**src/rtl/mini_aes_pkg.sv**
```systemverilog
`default_nettype none
// ============================================================================
// Module   : mini_aes_pkg
// Brief    : Shared types and constants for the Mini-AES MixColumn stage.
// Revision : 1.0 - initial release
// ============================================================================
package mini_aes_pkg;

    typedef enum logic [1:0] {
        ST_IDLE  = 2'd0,
        ST_ISSUE = 2'd1,
        ST_WAIT  = 2'd2,
        ST_DONE  = 2'd3
    } state_t;

    localparam int         STATE_W    = 16;
    localparam logic [3:0] MIX_C2     = 4'h2;
    localparam logic [3:0] MIX_C3     = 4'h3;
    localparam logic [1:0] NIB_0      = 2'd0;
    localparam logic [1:0] NIB_1      = 2'd1;
    localparam logic [1:0] NIB_2      = 2'd2;
    localparam logic [1:0] NIB_3      = 2'd3;
    localparam logic [4:0] GF_MODULUS = 5'b10011;

    // Nibble 0 is the most significant nibble of the state word.
    function automatic logic [3:0] get_nib(input logic [15:0] s, input logic [1:0] sel);
        logic [3:0] n;
        case (sel)
            NIB_0:   n = s[15:12];
            NIB_1:   n = s[11:8];
            NIB_2:   n = s[7:4];
            default: n = s[3:0];
        endcase
        return n;
    endfunction

    function automatic logic [15:0] place_nib(input logic [3:0] nib, input logic [1:0] sel);
        logic [15:0] w;
        w = '0;
        case (sel)
            NIB_0:   w[15:12] = nib;
            NIB_1:   w[11:8]  = nib;
            NIB_2:   w[7:4]   = nib;
            default: w[3:0]   = nib;
        endcase
        return w;
    endfunction

    function automatic logic [3:0] gf4_mul(input logic [3:0] a, input logic [3:0] b);
        logic [6:0] p;
        p = '0;
        for (int i = 0; i < 4; i++)
            if (b[i]) p = p ^ (7'(a) << i);
        for (int k = 6; k >= 4; k--)
            if (p[k]) p = p ^ (7'(GF_MODULUS) << (k - 4));
        return p[3:0];
    endfunction

endpackage
`default_nettype wire

```
**src/rtl/mini_aes_mix_column_if.sv**
```systemverilog
`default_nettype none
// ============================================================================
// Module   : mini_aes_mix_column_if
// Brief    : Stream and multiplier handshake bundle for the MixColumn stage.
// Revision : 1.0 - initial release
// ============================================================================
interface mini_aes_mix_column_if;
    import mini_aes_pkg::*;

    logic               in_valid;
    logic               in_ready;
    logic [STATE_W-1:0] state_in;
    logic               out_valid;
    logic               out_ready;
    logic [STATE_W-1:0] state_out;
    logic               err;
    logic               mul_start;
    logic [3:0]         mul_a;
    logic [3:0]         mul_b;
    logic               mul_done;
    logic [3:0]         mul_result;

    modport slave (
        input  in_valid, state_in, out_ready, mul_done, mul_result,
        output in_ready, out_valid, state_out, err, mul_start, mul_a, mul_b
    );

    modport master (
        output in_valid, state_in, out_ready, mul_done, mul_result,
        input  in_ready, out_valid, state_out, err, mul_start, mul_a, mul_b
    );
endinterface
`default_nettype wire

```
**src/rtl/mini_aes_mix_column_req_rom.sv**
```systemverilog
`default_nettype none
// ============================================================================
// Module   : mix_req_rom
// Brief    : Request index -> {source nibble, matrix coefficient, target nibble}.
// Revision : 1.0 - initial release
// ============================================================================
module mix_req_rom
    import mini_aes_pkg::*;
(
    input  logic [2:0] i_idx,
    output logic [1:0] o_src_sel,
    output logic [3:0] o_coef,
    output logic [1:0] o_dst_sel
);
    always_comb begin
        o_src_sel = NIB_0;
        o_coef    = MIX_C3;
        o_dst_sel = NIB_0;
        case (i_idx)
            3'd0: begin o_src_sel = NIB_0; o_coef = MIX_C3; o_dst_sel = NIB_0; end
            3'd1: begin o_src_sel = NIB_1; o_coef = MIX_C2; o_dst_sel = NIB_0; end
            3'd2: begin o_src_sel = NIB_0; o_coef = MIX_C2; o_dst_sel = NIB_1; end
            3'd3: begin o_src_sel = NIB_1; o_coef = MIX_C3; o_dst_sel = NIB_1; end
            3'd4: begin o_src_sel = NIB_2; o_coef = MIX_C3; o_dst_sel = NIB_2; end
            3'd5: begin o_src_sel = NIB_3; o_coef = MIX_C2; o_dst_sel = NIB_2; end
            3'd6: begin o_src_sel = NIB_2; o_coef = MIX_C2; o_dst_sel = NIB_3; end
            default: begin o_src_sel = NIB_3; o_coef = MIX_C3; o_dst_sel = NIB_3; end
        endcase
    end
endmodule
`default_nettype wire

```
**src/rtl/mini_aes_mix_column.sv**
```systemverilog
`default_nettype none
// ============================================================================
// Module   : mini_aes_mix_column
// Brief    : MixColumn via eight sequential GF(2^4) multiplier requests.
// Revision : 1.0 - initial release
// ============================================================================
module mini_aes_mix_column
    import mini_aes_pkg::*;
#(
    parameter int TIMEOUT = 64,
    parameter int NIB_W   = 4
) (
    input  logic                 clk,
    input  logic                 rst,
    mini_aes_mix_column_if.slave bus
);
    localparam int                 c_cnt_w     = $clog2(TIMEOUT + 1);
    localparam logic [c_cnt_w-1:0] c_cnt_first = c_cnt_w'(1);
    localparam logic [c_cnt_w-1:0] c_cnt_last  = c_cnt_w'(TIMEOUT - 1);

    state_t             r_state;
    state_t             w_state_nxt;
    logic [STATE_W-1:0] r_data;
    logic [STATE_W-1:0] r_acc;
    logic [2:0]         r_idx;
    logic [c_cnt_w-1:0] r_cnt;
    logic               r_err;

    logic [1:0]       w_src_sel;
    logic [1:0]       w_dst_sel;
    logic [NIB_W-1:0] w_coef;
    logic [NIB_W-1:0] w_src_nib;
    logic             w_accept;
    logic             w_take;
    logic             w_timeout;
    logic             w_req_active;

    mix_req_rom u_rom (
        .i_idx     (r_idx),
        .o_src_sel (w_src_sel),
        .o_coef    (w_coef),
        .o_dst_sel (w_dst_sel)
    );

    assign w_src_nib = get_nib(r_data, w_src_sel);

    always_ff @(posedge clk) begin
        if (rst) r_state <= ST_IDLE;
        else     r_state <= w_state_nxt;
    end

    always_comb begin
        w_state_nxt = r_state;
        w_accept    = 1'b0;
        w_take      = 1'b0;
        w_timeout   = 1'b0;
        case (r_state)
            ST_IDLE: begin
                if (bus.in_valid) begin
                    w_accept    = 1'b1;
                    w_state_nxt = ST_ISSUE;
                end
            end
            ST_ISSUE: w_state_nxt = ST_WAIT;
            ST_WAIT: begin
                // A completion on the last allowed cycle still wins over the timeout.
                if (bus.mul_done) begin
                    w_take      = 1'b1;
                    w_state_nxt = (r_idx == 3'd7) ? ST_DONE : ST_ISSUE;
                end else if (r_cnt == c_cnt_last) begin
                    w_timeout   = 1'b1;
                    w_state_nxt = ST_IDLE;
                end
            end
            ST_DONE: begin
                if (bus.out_ready) w_state_nxt = ST_IDLE;
            end
            default: w_state_nxt = ST_IDLE;
        endcase
    end

    assign w_req_active  = (r_state == ST_ISSUE) || (r_state == ST_WAIT);
    assign bus.in_ready  = (r_state == ST_IDLE) && !rst;
    assign bus.out_valid = (r_state == ST_DONE);
    assign bus.state_out = (r_state == ST_DONE) ? r_acc : '0;
    assign bus.err       = r_err;
    assign bus.mul_start = (r_state == ST_ISSUE);
    assign bus.mul_a     = w_req_active ? w_src_nib : '0;
    assign bus.mul_b     = w_req_active ? w_coef : '0;

    always_ff @(posedge clk) begin
        if (rst) begin
            r_data <= '0;
            r_acc  <= '0;
            r_idx  <= '0;
            r_cnt  <= '0;
            r_err  <= 1'b0;
        end else begin
            if (w_accept) begin
                r_data <= bus.state_in;
                r_acc  <= '0;
                r_idx  <= '0;
            end
            // r_cnt tracks cycles elapsed since the mul_start pulse.
            if (r_state == ST_ISSUE)     r_cnt <= c_cnt_first;
            else if (r_state == ST_WAIT) r_cnt <= r_cnt + c_cnt_w'(1);
            if (w_take) begin
                r_acc <= r_acc ^ place_nib(bus.mul_result, w_dst_sel);
                r_idx <= r_idx + 3'd1;
            end
            if (w_timeout) r_err <= 1'b1;
        end
    end
endmodule
`default_nettype wire
```
**src/flat_wrapper.sv**
```systemverilog
// flat-port wrapper written by rule: the top's interface ports become plain ports
module mini_aes_mix_column_flat import mini_aes_pkg::*;
#(
    parameter int TIMEOUT = 64,
    parameter int NIB_W   = 4
)
  (clk, rst, bus_in_valid, bus_state_in, bus_out_ready, bus_mul_done, bus_mul_result, bus_in_ready, bus_out_valid, bus_state_out, bus_err, bus_mul_start, bus_mul_a, bus_mul_b);
  mini_aes_mix_column_if bus_i ();
  input  logic clk;
  input  logic rst;
  input wire logic [$bits(bus_i.in_valid)-1:0] bus_in_valid;
  input wire logic [$bits(bus_i.state_in)-1:0] bus_state_in;
  input wire logic [$bits(bus_i.out_ready)-1:0] bus_out_ready;
  input wire logic [$bits(bus_i.mul_done)-1:0] bus_mul_done;
  input wire logic [$bits(bus_i.mul_result)-1:0] bus_mul_result;
  output wire logic [$bits(bus_i.in_ready)-1:0] bus_in_ready;
  output wire logic [$bits(bus_i.out_valid)-1:0] bus_out_valid;
  output wire logic [$bits(bus_i.state_out)-1:0] bus_state_out;
  output wire logic [$bits(bus_i.err)-1:0] bus_err;
  output wire logic [$bits(bus_i.mul_start)-1:0] bus_mul_start;
  output wire logic [$bits(bus_i.mul_a)-1:0] bus_mul_a;
  output wire logic [$bits(bus_i.mul_b)-1:0] bus_mul_b;
  assign bus_i.in_valid = bus_in_valid;
  assign bus_i.state_in = bus_state_in;
  assign bus_i.out_ready = bus_out_ready;
  assign bus_i.mul_done = bus_mul_done;
  assign bus_i.mul_result = bus_mul_result;
  assign bus_in_ready = bus_i.in_ready;
  assign bus_out_valid = bus_i.out_valid;
  assign bus_state_out = bus_i.state_out;
  assign bus_err = bus_i.err;
  assign bus_mul_start = bus_i.mul_start;
  assign bus_mul_a = bus_i.mul_a;
  assign bus_mul_b = bus_i.mul_b;
  mini_aes_mix_column #(.TIMEOUT(TIMEOUT), .NIB_W(NIB_W)) u_core (.clk(clk), .rst(rst), .bus(bus_i));
endmodule
```
**config.mk**
```make
export PLATFORM = sky130hd
export DESIGN_NAME = mini_aes_mix_column_flat
export DESIGN_NICKNAME = d
export VERILOG_FILES = /design/src/rtl/mini_aes_pkg.sv /design/src/rtl/mini_aes_mix_column_if.sv /design/src/rtl/mini_aes_mix_column_req_rom.sv /design/src/rtl/mini_aes_mix_column.sv /design/src/flat_wrapper.sv
export SDC_FILE = /design/constraint.sdc
export NUM_CORES = 1
export LEC_CHECK = 0
export CORE_ASPECT_RATIO = 1.75
export CORE_UTILIZATION = 35
export CTS_CLUSTER_DIAMETER = 150
export CTS_CLUSTER_SIZE = 25
export DETAILED_ROUTE_END_ITERATION = 16
export GPL_ROUTABILITY_DRIVEN = 0
export GPL_TIMING_DRIVEN = 0
export PLACE_DENSITY_LB_ADDON = 0.05
export SLEW_MARGIN = 20
export SYNTH_ARGS = -nofsm -noshare
export SYNTH_HDL_FRONTEND = slang
export SYNTH_HIERARCHICAL = 1
export SYNTH_SLANG_ARGS = --single-unit
```
**constraint.sdc**
```tcl
create_clock -name clk -period 2.55 [get_ports clk]
set_clock_uncertainty 0.2 [all_clocks]
set_input_delay 0.51 -clock clk [delete_from_list [all_inputs] [get_ports clk]]
set_output_delay 0.51 -clock clk [all_outputs]
set_load 0.05 [all_outputs]
```
# == After elaboration in Yosys (flattened, before gate mapping) ==
# Cells that the tools add are included.
# op_classes
addsub,2
multipliers,0
div,0
n_lt_le_gt_ge,0
n_eq_ne,18
shifts,0
mux,38
n_bitwise,1
n_reduce_logical,19
# ops
operator,count
2-to-1 mux 4 bit,13
2-to-1 mux 16 bit,3
bitwise XOR 16 bit,1
OR reduction 2 bit,7
"equality test 3 bit, second input constant",4
2-to-1 mux 2 bit,6
one-hot mux 2 bit (3 select lines),2
one-hot mux 4 bit (3 select lines),1
2-to-1 mux 1 bit,10
"equality test 2 bit, second input constant",4
one-hot mux 2 bit (4 select lines),1
"adder 7 x 1 -> 7 bit, second input constant",1
"equality test 7 x 6 -> 1 bit, second input constant",1
"equality test 2 x 1 -> 1 bit, second input constant",3
"equality test 3 x 2 -> 1 bit, second input constant",2
logical NOT 2 bit,3
2-to-1 mux 3 bit,2
"inequality test 2 bit, second input constant",2
nonzero test 2 bit,2
OR reduction 4 bit,1
"adder 3 x 1 -> 3 bit, second input constant",1
"equality test 3 x 1 -> 1 bit, second input constant",1
logical NOT 3 bit,1
"inequality test 3 x 2 -> 1 bit, second input constant",1
other kinds (5),5
# totals
reg_bits,45
latchBits,0
mem_bits_rw,0
mem_bits_ro,0
inputBits,25
out_inout_bits,28
wordCells,85
memories,0

# == Logic depth before layout (Yosys ltp) ==
# Gate-level depths: netlist of the first run.
# depth
word_depth,10
mapped_depth,9
depth_no_buf,6

# == Cells and area by module ==
# The synthesis of the first run kept the hierarchy.
# by_module_without_submodules
mod,n_inst,cells_per_inst,area_per_inst_um2,seq_area_each_um2
mini_aes_mix_column,1,254,2208.4,900.9
mix_req_rom,1,10,53.8,0.0

# == Worst setup path after synthesis of the first run ==
# OpenSTA, ideal clock, no wires.
# synth_path
path_kind,register to output
startpoint,reg u_core.r_state[0]
endpoint,out bus_state_out[10]
t_arrival_ns,1.639
required_time_ns,1.840
slack_ns,0.201
path_stages_with_launch,4
n_path_buf,1
cell_sequence,dfxtp_1 -> ha_1 -> clkbuf_1 -> and2_1
# synth_via
elab_chain_len,2
# synth_lines
item,line_no,text
"start, declared",mini_aes_mix_column.sv:21,state_t r_state;
"start signal, assigned",mini_aes_mix_column.sv:49,else r_state <= w_state_nxt;
equality test 2 bit,n/a,
via bus_out_valid,flat_wrapper.sv:17,output wire logic [$bits(bus_i.out_valid)-1:0] bus_out_valid;
2-to-1 mux 16 bit,mini_aes_mix_column.sv:85,assign bus.state_out = (r_state == ST_DONE) ? r_acc : '0;
"end, declared",flat_wrapper.sv:18,output wire logic [$bits(bus_i.state_out)-1:0] bus_state_out;
# The timed path passes the listed nets, and every way through them passes these cells.

# == Final worst setup path of the first run ==
# layout_path
startpoint,reg u_core.r_idx[0]
endpoint,out bus_mul_a[3]
# layout_via
elab_chain_len,6
elab_cells_between_ends,15
cone_classes,eq/ne: 7; mux: 3; reduce/logical: 5
# layout_lines
item,line_no,text
"start, declared",mini_aes_mix_column.sv:25,logic [2:0] r_idx;
"start signal, assigned",mini_aes_mix_column.sv:109,r_idx <= r_idx + 3'd1;
"equality test 3 bit, or another cell as far along",mini_aes_mix_column_req_rom.sv:19,case (i_idx)
OR reduction 2 bit (no line),n/a,
one-hot mux 2 bit (3 select lines) *,mini_aes_mix_column_req_rom.sv:19,
via u_core.w_src_sel[0],mini_aes_mix_column.sv:29,logic [1:0] w_src_sel;
"equality test 2 bit, or another cell as far along",mini_aes_pkg.sv:28,case (sel)
one-hot mux 4 bit (3 select lines) *,mini_aes_pkg.sv:28,
2-to-1 mux 4 bit *,mini_aes_mix_column.sv:88,assign bus.mul_a = w_req_active ? w_src_nib : '0;
"end, declared",flat_wrapper.sv:21,output wire logic [$bits(bus_i.mul_a)-1:0] bus_mul_a;
# Mark *: on every way through the listed nets, which the timed path passes. The rest lies on a longest branch.

==> key figures, run 1 <==
Timing
  – Final Max Tran Viols: 0
  – Peak Freq: 408 MHz
  – Slew of the pin with the lowest slew margin: roughly 0.5 ns
  – Final Hold Vio Count: 0
  – Max-slew headroom: about 66%
  – RSZ-0062 raised after global routing: no
  – Fin worst setup slack: 0.100 ns
  – Final period utilization: 96.1%
  – Setup-failing EPs final: 0
  – Min cycle time layout: 2.45 ns

Routing
  – DR vias/cell: roughly 5.0
  – WL final: approximately 5.3 mm
  – First-pass DRT Iterations: 4
  – WL/cell: between 10 and 15 um
  – Final ANT Viol Nets: 0
  – # DRC: 0
  – Iter 0 DRT Violations: 49
  – DR vias: ~2000

Global route
  – Largest net degree at the start of global routing: 15
  – Initial antenna violation count: 0
  – Number of global-route vias before repair: roughly 1900
  – First-pass GRT wire length: between 8 and 9 mm
  – Gr ovfl total: 0
  – GRT Total Usage: between 10% and 20%

Synth
  – Synthesized area: between 2000 and 2500 um^2
  – Syn_area_per_cell: between 8 and 9 um^2
  – Asr flop ratio synth: 0%
  – Synth Flop Type: dfxtp_1
  – Most common cell in the synthesized netlist: dfxtp_1
  – Post-synth EDFFs: 0
  – Cells after Synth: 264
  – Top post-synthesis cells by count: 45 x dfxtp_1, 38 x nand2_1, 36 x a21oi_1, 25 x and2_1, 14 x or3_1
  – Yosys reg bits: 45
  – Post-synthesis cell type count: 37
  – Area contributors post-synth: dfxtp_1 40%, a21oi_1 8.0%, and2_1 6.9%
  – Cell taking the most area after synthesis: dfxtp_1
  – Synthesis warning total: 6
  – Top cell type's share of synthesized area: 39.8%
  – Seq/Total Area, Yosys: between 30% and 40%

Setup path
  – Worst-path fanout max: 4
  – CP max-delay cell: mux4_2
  – Crit path required time: ~1.8 ns
  – CP peak stage delay: a little under 0.5 ns
  – CP Launch Type: register
  – Critical path arrival: 1.74 ns
  – CP Cell Sequence: clkbuf_4 -> mux4_2 -> and2_1 -> buf_2
  – CP Capture Type: primary output
  – Worst setup path class: reg2out

Layout
  – Register area: approximately 900 um^2
  – Post-Layout Inst Area: between 2000 and 3000 um^2
  – Area Overhead vs Synth: 30.9%
  – Area taken by multi-input logic gates: approximately 1200 um^2
  – Number of diodes: 0
  – Fill count: between 600 and 700
  – Final nets: 355
  – Share of layout cells above drive strength 1: 15.5%

Clocking
  – CTS clk-pin slew, worst paths: ~0.08 ns
  – CTS tree: yes
  – CTS Buffer Depth: 2
  – CTS Hold Bufs: 0
  – Num Clock Sinks: 45
  – Cts bufs inserted: 5
  – Insertion delay to the later sink of the worst-skew pair: ~0.3 ns
  – Clk root buf: clkbuf_8
  – H-tree depth: 2

Pwr
  – Sw frac: 40.5%
  – Comb pwr share: 40.2%
  – Internal power: about 1.3 mW
  – Seq pwr share: around two fifths
  – Clock network power share: about a fifth
  – Psw: ~900 uW
  – LEAKAGE: approximately 1.1 nW
  – Pwr Density: 740 nW/um^2
  – Worst VDD drop: between 300 and 400 uV

Min path
  – Worst Hold Class: reg2reg

Placement
  – Placed cell area: between 2000 and 3000 um^2
  – Pre-CTS WS: -0.507 ns
  – DP HPWL: a little under 4 mm
  – # port buffers: 50

Die
  – Die Wd: approximately 63 um
  – Standard-cell rows: 38
  – Die area: between 6000 and 7000 um^2
  – Initial core utilization: a little over a third
  – Die Y: around 110 um
  – Total core area: 6230 um^2
  – Io pins: 53

Outcome
  – Status: complete, no violations

Run
  – Max Cap Viol: 0
power groups by stage:
stage	sequential [mW]	clock (mW)	combinational, mW
6_report	0.844	0.467	0.880
2_1_floorplan	0.833	0	0.665
3_3_place_gp	0.850	0	0.915
3_5_place_dp	0.852	0	0.916
5_1_grt	0.854	0.507	0.963
4_1_cts	0.837	0.484	0.911
stage by stage:
stage | TNS (ns) | cells | total power [mW] | util [%] | hold slack [ns]
3_5_place_dp | -4.82 | 395 | 1.77 | 46.0 | 0.247
6_report | 0 | 403 | 2.19 | 47.5 | 0.256
5_1_grt | 0 | 403 | 2.32 | 47.5 | 0.283
4_1_cts | -0.197 | 403 | 2.23 | 47.6 | 0.259
3_3_place_gp | -4.71 | 395 | 1.77 | 46.0 | 0.239
2_1_floorplan | 0 | 265 | 1.50 | - | 0.233
repair_timing:
item,in CTS,in global routing
buffers inserted,0,0
resized for setup,68,15
setup endpoints to repair,24,18
layout make-up:
class / count / area share, %
plain buffers: 21 / 4.31
clock buffers: 6 / 2.79
flip-flops and latches: 45 / 30.5
repair buffers: 50 / 15.9
well taps: 80 / 3.38
inverters: 6 / 0.761
clock inverters: 2 / 0.465
multi-input cells: 193 / 41.8
state kept, by name (all words and copies together), names as in the netlist:
register and count:
u_core/r_cnt 7, u_core/bus.err 1, u_core/r_idx 3, u_core/r_state 2
u_core/r_acc 16, u_core/r_data 16
routing by layer:
layer | vias to the layer above | track usage [%] | share of wire [%]
met5 | - | 0 | 0
met4 | 0 | 4.98 | 1.1
met3 | 4 | 3.16 | 4.1
met2 | 47 | 31.7 | 52
met1 | 924 | 17.7 | 43
li1 | 1027 | - | -
cells by family (layout without fill, tap and decap cells):
| logic type | Yosys count | in the layout | share of synthesized area, % |
|---|---|---|---|
| AOI/OAI and AO/OA | 63 | 63 | 16.9 |
| other | 2 | 3 | 0.332 |
| DFF | 45 | 45 | 39.8 |
| and+or+nand+nor | 109 | 109 | 25.9 |
| buffers and inverters | 27 | 85 | 6.25 |
| adders and majority gates | 8 | 8 | 4.42 |
| xor gates and xnor gates | 4 | 4 | 1.55 |
| muxes | 6 | 6 | 4.87 |
critical path, delay by kind of cell, from the launching register on:
family,cells,cell delay (ns)
and+or+nand+nor,1,0.18
buffers and inverters,2,0.41
muxes,1,0.49
DFF,1,0.37
layout by cell type, fill, tap and decap left out, drive strengths merged:
cell,instances
dfxtp,45
nand2,42
a21oi,36
and2,26
clkdlybuf4s50,25
clkbuf,19
buf,15
or3,14
o211ai,12
nor2,12
clkdlybuf4s15,10
ha,8
dlygate4sd2,7
inv,6
mux4,4
o311ai,4
or4,4
nand2b,4
a22oi,3
nand4,3
xor2,3
conb,3
o21ai,3
nor2b,2
mux2i,2
a311oi,2
clkinv,2
dlymetal6s2s,1
nor3,1
or2,1
o31ai,1
a21o,1
a31oi,1
xnor2,1
final timing paths:
| check | from | to | slack [ns] | depth (start not counted) |
|---|---|---|---|---|
| setup / recovery | u_core/r_idx[0] | bus_mul_a[3] | 0.10 | 4 |
| hold reg to reg | u_core/r_data[5] | u_core/r_data[5] | 0.26 | 2 |
| setup reg to reg | u_core/r_state[0] | u_core/r_acc[11] | 0.49 | 9 |
| hold / removal | u_core/r_data[5] | u_core/r_data[5] | 0.26 | 2 |
No activity file was read; power rests on OpenSTA's default activity.
==> inputs of run 2 (changes only) <==
- HOLD_SLACK_MARGIN: not set -> 0.12
- PLACE_DENSITY: not set -> 0.59
- PLACE_DENSITY_LB_ADDON: 0.05 -> not set
==> run 2 against run 1 <==
Compared with the run above: critical path type is now in2out; total power increased by 0.34%; global-route usage about the same; critical endpoint is now bus_in_ready; highest routed layer unchanged; critical path depth did not move; non-clock buffer count unchanged; cell count unchanged; largest cell class unchanged.
==> key figures, run 2 (synthesis gave the netlist of run 1 again) <==
Die
  – Total core area: 6230 um^2 (unchanged)
  – Die area: 6800 um^2 (unchanged)
  – Die Y: 108 um (unchanged)
  – Standard-cell rows: 38 (unchanged)
  – Initial core utilization: 36.3% (unchanged)
  – Die Wd: 62.8 um (unchanged)
  – Io pins: 53 (unchanged)

Placement
  – Pre-CTS WS: -0.444 ns (+0.0634 ns)
  – # port buffers: 50 (unchanged)
  – Placed Instances: 395 (unchanged)
  – Placed cell area: 2870 um^2 (unchanged)
  – DP HPWL: 3.92 mm (-0.95%)

Pwr
  – LEAKAGE: 1.09 nW (-2.9%)
  – Total power: 2.20 mW (+0.34%)
  – Worst VDD drop: 439 uV (+21%)
  – Pwr Density: 741 nW/um^2 (about the same)

Setup path
  – Kind of cell adding the most delay to the critical path: buffers and inverters
  – RR Startpoint: u_core/r_state[0]
  – Worst setup path class: in2out
  – CP Cell Sequence: clkdlybuf4s50_1 -> clkbuf_2 -> nor2b_1 -> clkdlybuf4s15_2
  – R2R Setup Slk: 0.35 ns (-0.14 ns)
  – CP Capture Type: primary output
  – Critical path arrival: 1.76 ns (+0.02 ns)
  – Worst reg2reg path depth: 9 (unchanged)
  – Crit path required time: 1.84 ns (about the same)
  – CP peak stage delay: 0.49 ns (about the same)
  – CP Launch Type: primary input
  – Worst-path fanout max: 10 (+6)
  – Worst Path Buf+Inv: 3 (+1)
  – Worst R2R End: u_core/r_acc[10]
  – CP max-delay cell: clkdlybuf4s50_1

Clocking
  – Num Clock Sinks: 45 (unchanged)
  – Post-CTS Setup Inserts: 0 (unchanged)
  – Cts bufs inserted: 5 (unchanged)
  – CTS clk-pin slew, worst paths: 0.08 ns (about the same)
  – Insertion delay to the later sink of the worst-skew pair: 0.30 ns (about the same)
  – CTS Buffer Depth: 2 (unchanged)
  – CTS tree: yes
  – Clk root buf: clkbuf_8
  – H-tree depth: 2 (unchanged)

Min path
  – Worst Hold Class: reg2reg
  – Hold Crit Start: u_core/r_data[10]
  – Worst Hold Path EP: u_core/r_data[10]
  – Hold Path Depth: 2 (unchanged)

Timing
  – RSZ-0062 raised after global routing: no
  – Setup-failing EPs final: 0 (unchanged)
  – Peak Freq: 404 MHz (-0.94%)
  – Final Max Tran Viols: 0 (unchanged)
  – Slew of the pin with the lowest slew margin: 0.496 ns (-0.00770 ns)
  – Min cycle time layout: 2.47 ns (+0.0232 ns)
  – Final period utilization: 97.0% (+0.91 points)
  – Final Hold Vio Count: 0 (unchanged)
  – Max-slew headroom: 66.8% (+0.46 points)
  – Fin worst setup slack: 0.0769 ns (-0.0232 ns)

Layout
  – Area Overhead vs Synth: 31.2%
  – Non-filler instance count after layout: 403 (unchanged)
  – Number of diodes: 0 (unchanged)
  – Commonest non-fill, non-tap cell in the layout: dfxtp_1
  – Final nets: 355 (unchanged)
  – Post-Layout Inst Area: 2970 um^2 (+0.25%)
  – Most frequent cells in the layout: 44 x dfxtp_1, 38 x nand2_1, 36 x a21oi_1, 25 x clkdlybuf4s50_1, 25 x and2_1
  – Registers with the most flip-flops: u_core/r_acc x16, u_core/r_data x16, u_core/r_cnt x7
  – Share of layout cells above drive strength 1: 14.6% (-0.93 points)

Routing
  – Final ANT Viol Nets: 0 (unchanged)
  – DR vias/cell: 4.99 (+0.50%)
  – WL final: 5.31 mm (-0.66%)
  – WL/cell: 13.2 um (-0.66%)
  – First-pass DRT Iterations: 4 (unchanged)
  – DR vias: 2012 (+0.50%)
  – # DRC: 0 (unchanged)
  – Iter 0 DRT Violations: 97 (+98%)

Global route
  – Gr ovfl total: 0 (unchanged)
  – First-pass GRT wire length: 8.80 mm (+0.79%)
  – GRT Total Usage: 16.5% (+0.037 points)
  – Number of global-route vias before repair: 1941 (+3.5%)
  – Initial antenna violation count: 0 (unchanged)
  – Largest net degree at the start of global routing: 14 (-1)

Run
  – Max Cap Viol: 0 (unchanged)

Outcome
  – Status: complete, no violations
[run 2: changes by cell type in the layout (fill, tap and decap cells not counted), sizes merged]
cell           change
clkdlybuf4s15      +7
clkinv             -2
clkinvlp           +1
dlygate4sd2        -6
[run 2: how the worst max path moves through the flow]
stage | slack (ns) | startpoint | end | cells past startpoint
after floorplan | 0.20 | u_core/r_state[0] | bus_state_out[10] | 3
after global placement | -0.45 | rst | bus_in_ready | 4
after detailed placement | -0.44 | rst | bus_in_ready | 4
after CTS | -0.07 | u_core/r_idx[0] | bus_mul_a[0] | 4
after global routing | 0.002 | u_core/r_state[0] | bus_state_out[5] | 4
final | 0.08 | rst | bus_in_ready | 4
[run 2: area by class of cell]
| class | count | area (um^2) |
|---|---|---|
| clock buffers | 7 | 76.3 |
| well taps | 80 | 100 |
| fillers | 644 | 3260 |
| flip-flops and latches | 45 | 902 |
| multi-input cells | 193 | 1250 |
| clock inverters | 1 | 7.51 |
| repair buffers | 50 | 485 |
| plain buffers | 21 | 125 |
| inverters | 6 | 22.5 |
[run 2: worst min-delay path: stages (launching register included)]
cell,delay (ns)
dfxtp_1,0.32
nand2_1,0.05
a21oi_1,0.05
[run 2: per-stage QoR]
stage	util [%]	TNS [ns]	hold slack (ns)
final	47.6	0	0.257
after global routing	47.6	0	0.277
after CTS	47.6	-0.0740	0.262
after detailed placement	46.0	-4.56	0.247
after global placement	46.0	-4.61	0.240
after floorplan	-	0	0.233
[run 2: repair_timing]
| action | 4_1_cts | 5_1_grt |
|---|---|---|
| setup endpoints to repair | 24 | 14 |
| resized for setup | 78 | 9 |
| hold buffers | 0 | 0 |
[run 2: where the power goes]
| part | switching (mW) | internal, mW | total, mW |
|---|---|---|---|
| clock | 0.243 | 0.194 | 0.438 |
| combinational | 0.592 | 0.327 | 0.919 |
| sequential | 0.0631 | 0.778 | 0.841 |
| total | 0.899 | 1.30 | 2.20 |
[run 2: routing by layer]
| metal | GRT usage [%] | part of all wire, % | vias to the layer above |
|---|---|---|---|
| li1 | - | - | 1026 |
| met1 | 17.2 | 40 | 941 |
| met2 | 31.8 | 55 | 39 |
| met3 | 2.74 | 3.1 | 6 |
| met4 | 6.64 | 1.6 | 0 |
| met5 | 0 | 0 | - |
==> inputs of run 3 (changes only) <==
- CTS_BUF_LIST: not set -> sky130_fd_sc_hd__clkbuf_16
==> run 3 against run 2 <==
Compared with the run above: maximum frequency is 1.3% lower; worst setup slack got worse by 0.034 ns; global-route usage unchanged; via count is 0.65% lower; routed wire length is 0.40% lower; hold slack got worse by 0.0024 ns; first-iteration DRC count decreased by 45%; largest cell class unchanged.
==> key figures, run 3 (synthesis gave the netlist of run 1 again) <==
Layout
  – Most frequent cells in the layout: 44 x dfxtp_1, 38 x nand2_1, 36 x a21oi_1, 26 x clkdlybuf4s50_1, 25 x and2_1
  – Fill count: 640 (-0.62%)
  – Final core occ: 48.2% (+0.58 points)
  – Final nets: 355 (unchanged)
  – Area Overhead vs Synth: 32.8%
  – Commonest non-fill, non-tap cell in the layout: dfxtp_1
  – Register area: 902 um^2 (unchanged)
  – Number of diodes: 0 (unchanged)
  – Registers with the most flip-flops: u_core/r_acc x16, u_core/r_data x16, u_core/r_cnt x7
  – Area taken by multi-input logic gates: 1240 um^2 (-0.80%)
  – Share of layout cells above drive strength 1: 14.6% (unchanged)

Die
  – Die area: 6800 um^2 (unchanged)
  – Initial core utilization: 36.3% (unchanged)
  – Die Wd: 62.8 um (unchanged)
  – Die Y: 108 um (unchanged)
  – Io pins: 53 (unchanged)
  – Standard-cell rows: 38 (unchanged)
  – Total core area: 6230 um^2 (unchanged)

Global route
  – Initial antenna violation count: 0 (unchanged)
  – GRT Total Usage: 16.5% (unchanged)
  – Number of global-route vias before repair: 1939 (-0.10%)
  – Gr ovfl total: 0 (unchanged)
  – First-pass GRT wire length: 8.78 mm (-0.24%)
  – Largest net degree at the start of global routing: 14 (unchanged)

Clocking
  – CTS Buffer Depth: 2 (unchanged)
  – CTS tree: yes
  – Num Clock Sinks: 45 (unchanged)
  – Post-CTS Setup Inserts: 0 (unchanged)
  – CTS clk-pin slew, worst paths: 0.06 ns (-0.02 ns)
  – Insertion delay to the later sink of the worst-skew pair: 0.28 ns (-0.02 ns)
  – CTS Hold Bufs: 0 (unchanged)
  – Cts bufs inserted: 5 (unchanged)
  – Clk root buf: clkbuf_16
  – H-tree depth: 2 (unchanged)

Routing
  – Final ANT Viol Nets: 0 (unchanged)
  – WL final: 5.29 mm (-0.40%)
  – # DRC: 0 (unchanged)
  – First-pass DRT Iterations: 4 (unchanged)
  – DR vias: 1999 (-0.65%)
  – DR vias/cell: 4.96 (-0.65%)
  – Iter 0 DRT Violations: 53 (-45%)
  – WL/cell: 13.1 um (-0.40%)

Timing
  – Final Max Tran Viols: 0 (unchanged)
  – Final Hold Vio Count: 0 (unchanged)
  – Max-slew headroom: 66.8% (unchanged)
  – Peak Freq: 399 MHz (-1.3%)
  – Fin worst setup slack: 0.0433 ns (-0.0336 ns)
  – Min cycle time layout: 2.51 ns (+0.0336 ns)
  – Final period utilization: 98.3% (+1.3 points)
  – Slew of the pin with the lowest slew margin: 0.496 ns (-0.000000238 ns)
  – Setup-failing EPs final: 0 (unchanged)

Pwr
  – LEAKAGE: 1.13 nW (+3.6%)
  – Pwr Density: 786 nW/um^2 (+6.2%)
  – Worst VDD drop: 429 uV (-2.2%)

Setup path
  – Critical path arrival: 1.80 ns (+0.04 ns)
  – RR Startpoint: u_core/r_state[0]
  – CP Capture Type: primary output
  – Critical Path Start: u_core/r_state[1]
  – Worst-path fanout max: 5 (-5)
  – CP Launch Type: register
  – Crit path required time: 1.84 ns (about the same)
  – Worst setup path class: reg2out

Placement
  – DP HPWL: 3.92 mm (unchanged)
  – Pre-CTS WS: -0.444 ns (unchanged)
  – # port buffers: 50 (unchanged)

Outcome
  – Status: complete, no violations

Min path
  – Worst Hold Class: reg2reg
  – Hold Crit Start: u_core/r_data[10]

Run
  – Max Cap Viol: 0 (unchanged)
==> run 3: area by class of cell <==
cell class	count	share of cell area [%]
Multi-Input combinational cell	193	41.2
Timing Repair Buffer	50	15.8
Clock buffer	5	4.16
Inverter	6	0.750
Buffer	21	4.16
Sequential cell	45	30.0
Clock inverter	3	0.500
Tap cell	80	3.33
==> run 3: worst max-delay path, cell delays in order (launching register included) <==
cell and delay [ns]:
dfxtp_1 0.38, inv_1 0.13, ha_1 0.19, clkdlybuf4s50_1 0.81
==> run 3: timing repair <==
item,CTS,global route
endpoints found under the hold margin,0,0
setup endpoints to repair,24,13
resized for setup,69,8
==> run 3: path summary, 6_finish.rpt <==
check                       to  slack (ns)  depth (start not counted)
max              bus_mul_start        0.04                          3
min          u_core/r_data[10]        0.25                          2
max reg2reg   u_core/r_acc[10]        0.38                          9
min reg2reg  u_core/r_data[10]        0.25                          2
==> run 3: power by group <==
group	internal (mW)	leakage [nW]	switching (mW)
Clock	0.356	0.0724	0.270
Combinational	0.308	0.695	0.587
Sequential	0.779	0.366	0.0632
Total	1.44	1.13	0.920
==> run 3: stage by stage <==
stage	area [um^2]	hold slack (ns)	power [mW]	TNS (ns)	instances
final	3000	0.254	2.36	0	403
after global routing	3000	0.273	2.50	-0.00711	403
after CTS	3010	0.259	2.40	-0.144	403
after detailed placement	2870	0.247	1.77	-4.56	395
after global placement	2870	0.240	1.76	-4.61	395
after floorplan	2270	0.233	1.50	0	265
==> run 3: layer usage <==
metal | part of all wire, % | GRT usage (%) | vias up
met1 | 41 | 17.6 | 925
li1 | - | - | 1026
met4 | 1.6 | 6.64 | 0
met5 | 0 | 0 | -
met3 | 3.2 | 2.74 | 7
met2 | 54 | 31.4 | 41
